**src/rtl/fetch_stage.sv**
```systemverilog
// Instruction fetch stage: PC register, one-entry skid buffer for instructions
// returned during a stall, and the IF/ID pipeline register.
module fetch_stage #(
  parameter logic [31:0] RESET_PC = 32'h0000_0000,
  parameter logic [31:0] NOP_INST = 32'h0000_0013
) (
  input  logic        clk,
  input  logic        rst,
  input  logic        PCWrite,
  input  logic        IF_ID_Write,
  input  logic        PCSrc,
  input  logic [31:0] branch_target,
  output logic        imem_req,
  output logic [31:0] imem_addr,
  input  logic        imem_ready,
  input  logic [31:0] imem_rdata,
  output logic [31:0] pc_s2,
  output logic [31:0] pc4_s2,
  output logic [31:0] inst_s2,
  output logic        valid_s2,
  output logic [4:0]  rs1,
  output logic [4:0]  rs2
);

  typedef enum logic {FETCH, HOLD} state_t;

  state_t      state_q, state_d;
  logic [31:0] pc_q, pc_d;
  logic [31:0] pc_s2_q, pc_s2_d;
  logic [31:0] pc4_s2_q, pc4_s2_d;
  logic [31:0] inst_s2_q, inst_s2_d;
  logic        valid_q, valid_d;
  logic [31:0] skid_q, skid_d;

  logic        data_avail;
  logic        advance;
  logic [31:0] inst_in;

  assign data_avail = ((state_q == FETCH) && imem_ready) || (state_q == HOLD);
  assign inst_in    = (state_q == HOLD) ? skid_q : imem_rdata;
  assign advance    = data_avail && PCWrite && IF_ID_Write;

  // Gated by rst so the request stays low while reset is held.
  assign imem_req  = rst && (state_q == FETCH);
  assign imem_addr = pc_q;
  assign pc_s2     = pc_s2_q;
  assign pc4_s2    = pc4_s2_q;
  assign inst_s2   = inst_s2_q;
  assign valid_s2  = valid_q;
  assign rs1       = valid_q ? inst_s2_q[19:15] : 5'd0;
  assign rs2       = valid_q ? inst_s2_q[24:20] : 5'd0;

  always_comb begin
    state_d   = state_q;
    pc_d      = pc_q;
    pc_s2_d   = pc_s2_q;
    pc4_s2_d  = pc4_s2_q;
    inst_s2_d = inst_s2_q;
    valid_d   = valid_q;
    skid_d    = skid_q;
    if (PCSrc) begin
      pc_d      = branch_target;
      inst_s2_d = NOP_INST;
      valid_d   = 1'b0;
      skid_d    = '0;
      state_d   = FETCH;
    end else if (advance) begin
      pc_s2_d   = pc_q;
      pc4_s2_d  = pc_q + 32'd4;
      inst_s2_d = inst_in;
      valid_d   = 1'b1;
      pc_d      = pc_q + 32'd4;
      state_d   = FETCH;
    end else if ((state_q == FETCH) && imem_ready) begin
      skid_d  = imem_rdata;
      state_d = HOLD;
    end else if (!data_avail && IF_ID_Write) begin
      inst_s2_d = NOP_INST;
      valid_d   = 1'b0;
    end
  end

  always_ff @(posedge clk or negedge rst) begin
    if (!rst) begin
      state_q   <= FETCH;
      pc_q      <= RESET_PC;
      pc_s2_q   <= '0;
      pc4_s2_q  <= '0;
      inst_s2_q <= NOP_INST;
      valid_q   <= 1'b0;
      skid_q    <= '0;
    end else begin
      state_q   <= state_d;
      pc_q      <= pc_d;
      pc_s2_q   <= pc_s2_d;
      pc4_s2_q  <= pc4_s2_d;
      inst_s2_q <= inst_s2_d;
      valid_q   <= valid_d;
      skid_q    <= skid_d;
    end
  end

endmodule
```
**config.mk**
```make
export PLATFORM = sky130hd
export DESIGN_NAME = fetch_stage
export DESIGN_NICKNAME = d
export VERILOG_FILES = /design/src/rtl/fetch_stage.sv
export SDC_FILE = /design/constraint.sdc
export NUM_CORES = 1
export LEC_CHECK = 0
export CAP_MARGIN = 20
export CELL_PAD_IN_SITES_DETAIL_PLACEMENT = 1
export CELL_PAD_IN_SITES_GLOBAL_PLACEMENT = 1
export CORE_MARGIN = 4
export CORE_UTILIZATION = 36
export DETAILED_ROUTE_END_ITERATION = 12
export MAX_ROUTING_LAYER = met4
export PLACE_DENSITY = 0.79
export SYNTH_ARGS = -nofsm -noshare
export SYNTH_HDL_FRONTEND = slang
export SYNTH_SLANG_ARGS = --single-unit
export TNS_END_PERCENT = 5
```
**constraint.sdc**
```tcl
create_clock -name clk -period 2.2 [get_ports clk]
set_clock_uncertainty 0.1 [all_clocks]
set_input_delay 0.44 -clock clk [delete_from_list [all_inputs] [get_ports clk]]
set_output_delay 0.44 -clock clk [all_outputs]
set_load 0.05 [all_outputs]
```
==> flow_metrics.py <==
metrics = {
    "outcome": {
        "status": "completed",
    },
    "synthesis": {
        "synth_top_area_share_pct": 53.4,
        "synth_edf_count": 0,
        "netlist_area_um2": 7360,
        "ys.flop_type": "dfrtp_1",
        "ys_async_sr_fraction_pct": 100,
        "yosys.area.top_type": "dfrtp_1",
        "yosys.area_share.simple_pct": 19.2,
        "synth_xor_xnor_area_share_pct": 6.78,
        "yosysUniqueCellTypes": 42,
        "synth_area_per_cell_um2": 10.1,
        "seq_area_frac_synth_pct": 54.4,
        "synth_top_family_by_area": "simple AND/OR/NAND/NOR gates",
        "synth_compound_area_share_pct": 10.9,
        "yosys_register_bits": 160,
        "synthAdderAreaFrac_pct": 0.170,
        "yosysWarningCount": 0,
        "syn-instance-count": 729,
        "synth_top_cells_by_area": "dfrtp_1 (53%), nand2_1 (9.5%), mux2i_1 (4.5%), o21ai_0 (4.5%), xor2_1 (4.4%)",
        "syn_nets": 800,
        "yosys-mux-area-fraction_pct": 4.79,
    },
    "critical_path": {
        "required_ns": 1.66,
        "cp_max_fo": 2,
        "critPathCaptureType": "primary output",
        "crit_family": "buffers and inverters",
        "cp.arrival_ns": 1.62,
        "r2r_start": "imem_addr[2]$_DFFE_PN0P_",
        "cp.depth": 1,
        "critical_path_class": "reg2out",
        "path_cells": "clkdlybuf4s50_1",
        "rr_worst_depth": 6,
        "start_kind": "register",
        "regToRegSetupSlack_ns": 0.19,
        "cpPeakStageDelay_ns": 0.85,
        "path_buf_inv": 1,
        "timing.rr.end": "imem_addr[24]$_DFFE_PN0P_",
        "cp_slowest_cell": "clkdlybuf4s50_1",
    },
    "finish": {
        "register_area_um2": 4010,
        "drive_above_1_share_pct": 15.8,
        "nFillCells": 2229,
        "nNetsFinal": 1019,
        "finalNonFillerCells": 1233,
        "area_growth_syn_to_layout_pct": 43.2,
        "design_area_um2": 10500,
        "multi_input_area_um2": 3100,
    },
    "detailed_routing": {
        "drcViolationCount": 0,
        "dr.pass1.iters": 4,
        "via_per_inst": 4.97,
        "wl_per_cell_um": 18.5,
        "num_vias": 6124,
        "drtIter0Drc": 295,
        "routed_wl_um": 22900,
        "ant_nets": 0,
    },
    "sta": {
        "finalHoldViolCount": 0,
        "fmax_mhz": 464,
        "finalCritPeriodShare_pct": 98.0,
        "period_minus_slack_ns": 2.16,
        "setup_violations": 0,
        "rsz0062_at_grt": "no",
        "slew-limit-headroom_pct": 41.3,
        "worstMarginPinSlew_ns": 0.881,
        "maxSlewViolCount": 0,
        "layout_setup_ws_ns": 0.0445,
    },
    "clock_tree": {
        "htreeDepth": 4,
        "cts_tree": "built",
        "cts_made_buffers": 17,
        "clk_pin_slew_ns": 0.06,
        "cts-root-buf": "clkbuf_16",
        "clock_path_buffers": 2,
        "clk_latency_ns": 0.42,
        "cts_setup_buffers": 0,
        "cts_sinks": 160,
    },
    "place": {
        "post-place-ws_ns": -0.101,
        "place.gp.congestion": 0.756,
        "place_area_um2": 9890,
        "dp.cells": 1199,
        "io_buffers": 209,
        "hpwl_um": 15800,
    },
    "floorplan": {
        "die_h_um": 151,
        "num_rows": 52,
        "initial_core_util_pct": 36.5,
        "die_area_um2": 22800,
        "ios": 210,
        "die_w_um": 151,
        "core_area_um2": 20200,
    },
    "global_route": {
        "grt_max_degree": 161,
        "grt_overflow_total": 0,
        "antenna_found_initial": 1,
        "grt_pass1_vias": 6766,
        "track_usage_pct": 21.1,
        "grt_pass1_wl_um": 36600,
    },
    "power_and_ir_drop": {
        "switching_share_pct": 35.8,
        "p_comb_share_pct": 30.2,
        "p_switching_w": 0.00339,
        "p_int_w": 0.00608,
        "p_leak_nw": 4.95,
        "power_frac_clock_pct": 32.3,
        "powerDensity_nw_per_um2": 898,
        "ir_drop_uv": 551,
        "power_frac_seq_pct": 37.5,
    },
    "worst_hold_path": {
        "hp-class": "in2async",
    },
    "run": {
        "max-cap-violations": 0,
    },
}
area by class of cell:
| type | count | share of cell area, % |
|---|---|---|
| sequential | 160 | 38.0 |
| multi-input combinational | 509 | 29.4 |
| timing repair buffer | 252 | 23.3 |
| clock buffer | 20 | 4.24 |
| tap | 270 | 3.20 |
| clock inverter | 12 | 1.50 |
| inverter | 8 | 0.285 |
| antenna | 2 | 0.0475 |
worst max path at each step:
stage	startpoint	endpoint	slack (ns)
global placement	IF_ID_Write	imem_addr[15]$_DFFE_PN0P_	-0.04
global route	pc4_s2[14]$_DFFE_PN0P_	pc4_s2[14]	0.00004
finish	pc4_s2[27]$_DFFE_PN0P_	pc4_s2[27]	0.04
detailed placement	PCWrite	imem_addr[24]$_DFFE_PN0P_	-0.10
floorplan	imem_addr[2]$_DFFE_PN0P_	pc4_s2[16]$_DFFE_PN0P_	0.01
CTS	pc4_s2[29]$_DFFE_PN0P_	pc4_s2[29]	0.002
per-layer routing:
| layer | track usage (%) | vias up | routed length [um] |
|---|---|---|---|
| met3 | 5.18 | 26 | 1190 |
| met5 | - | - | 0 |
| met4 | 5.94 | 0 | 275 |
| met2 | 34.7 | 165 | 11500 |
| met1 | 26.1 | 3047 | 9850 |
| li1 | - | 2886 | - |
what timing repair did:
item / 4_1_cts / 5_1_grt
hold buffers: 0 / 0
endpoints found under the setup margin: 7 / 19
resized for setup: 7 / 19
gates cloned: 0 / 0
stage by stage:
stage	hold slack, ns	setup TNS (ns)	power [W]	utilization, %
after floorplan	0.0444	0	0.00533	-
after global placement	0.358	-0.160	0.00645	49.1
after detailed placement	0.368	-1.19	0.00650	49.1
after CTS	0.140	0	0.00960	52.0
after global routing	0.153	0	0.00993	52.3
final	0.0914	0	0.00947	52.3
registers in the layout, summed over array words and instances, names as in the netlist:
| signal | cells |
|---|---|
| pc4_s2 | 30 |
| valid_s2 | 1 |
| skid_q | 32 |
| imem_addr | 32 |
| pc_s2 | 32 |
| state_q | 1 |
| inst_s2 | 32 |
cells in the mapped netlist (2+ instances only):
master	number
nor4_1	3
inv_1	8
nand4_1	6
nor2_1	21
and2_1	11
nor3_4	3
a21oi_1	9
nand2_1	187
xnor2_1	20
buf_2	19
nand4_4	3
a22oi_1	3
nor4_4	4
nor3_2	3
clkbuf_1	24
buf_4	5
nor3_1	3
mux2i_1	33
dfstp_2	3
xor2_1	37
o21ai_1	16
mux2_2	2
nand3_1	29
a22o_1	32
or2_2	3
dfrtp_1	157
clkbuf_2	2
o21ai_0	66
and3_1	4
power by group through the flow:
stage	registers, W	clock network, W	logic, W
2_1_floorplan	0.00471	0	0.000618
3_3_place_gp	0.00359	0	0.00285
3_5_place_dp	0.00361	0	0.00289
4_1_cts	0.00356	0.00314	0.00290
5_1_grt	0.00360	0.00330	0.00303
6_report	0.00355	0.00305	0.00286
layout by cell type (no fill, tap or decap), drive strengths merged:
cell / instances
nand2: 187
dfrtp: 157
clkdlybuf4s50: 137
buf: 90
o21ai: 83
xor2: 37
mux2i: 33
a22o: 32
nand3: 30
nor2: 22
xnor2: 20
clkbuf: 20
dlymetal6s2s: 18
and2: 11
a21oi: 10
inv: 10
nand4: 10
nor3: 9
dlygate4sd2: 7
nor4: 7
and3: 4
or2: 4
clkinv: 4
a22oi: 3
clkinvlp: 3
bufinv: 3
dfstp: 3
diode: 2
mux2: 2
nor2b: 1
o211ai: 1
a31oi: 1
nor4b: 1
ha: 1
kinds of logic after synthesis:
| family | after synthesis |
|---|---|
| and+or+nand+nor | 286 |
| DFF | 160 |
| AOI/OAI and AO/OA | 130 |
| buffers and inverters | 60 |
| xor gates and xnor gates | 57 |
| muxes | 35 |
| adders and majority gates | 1 |
(Power assumes the default switching activity.)
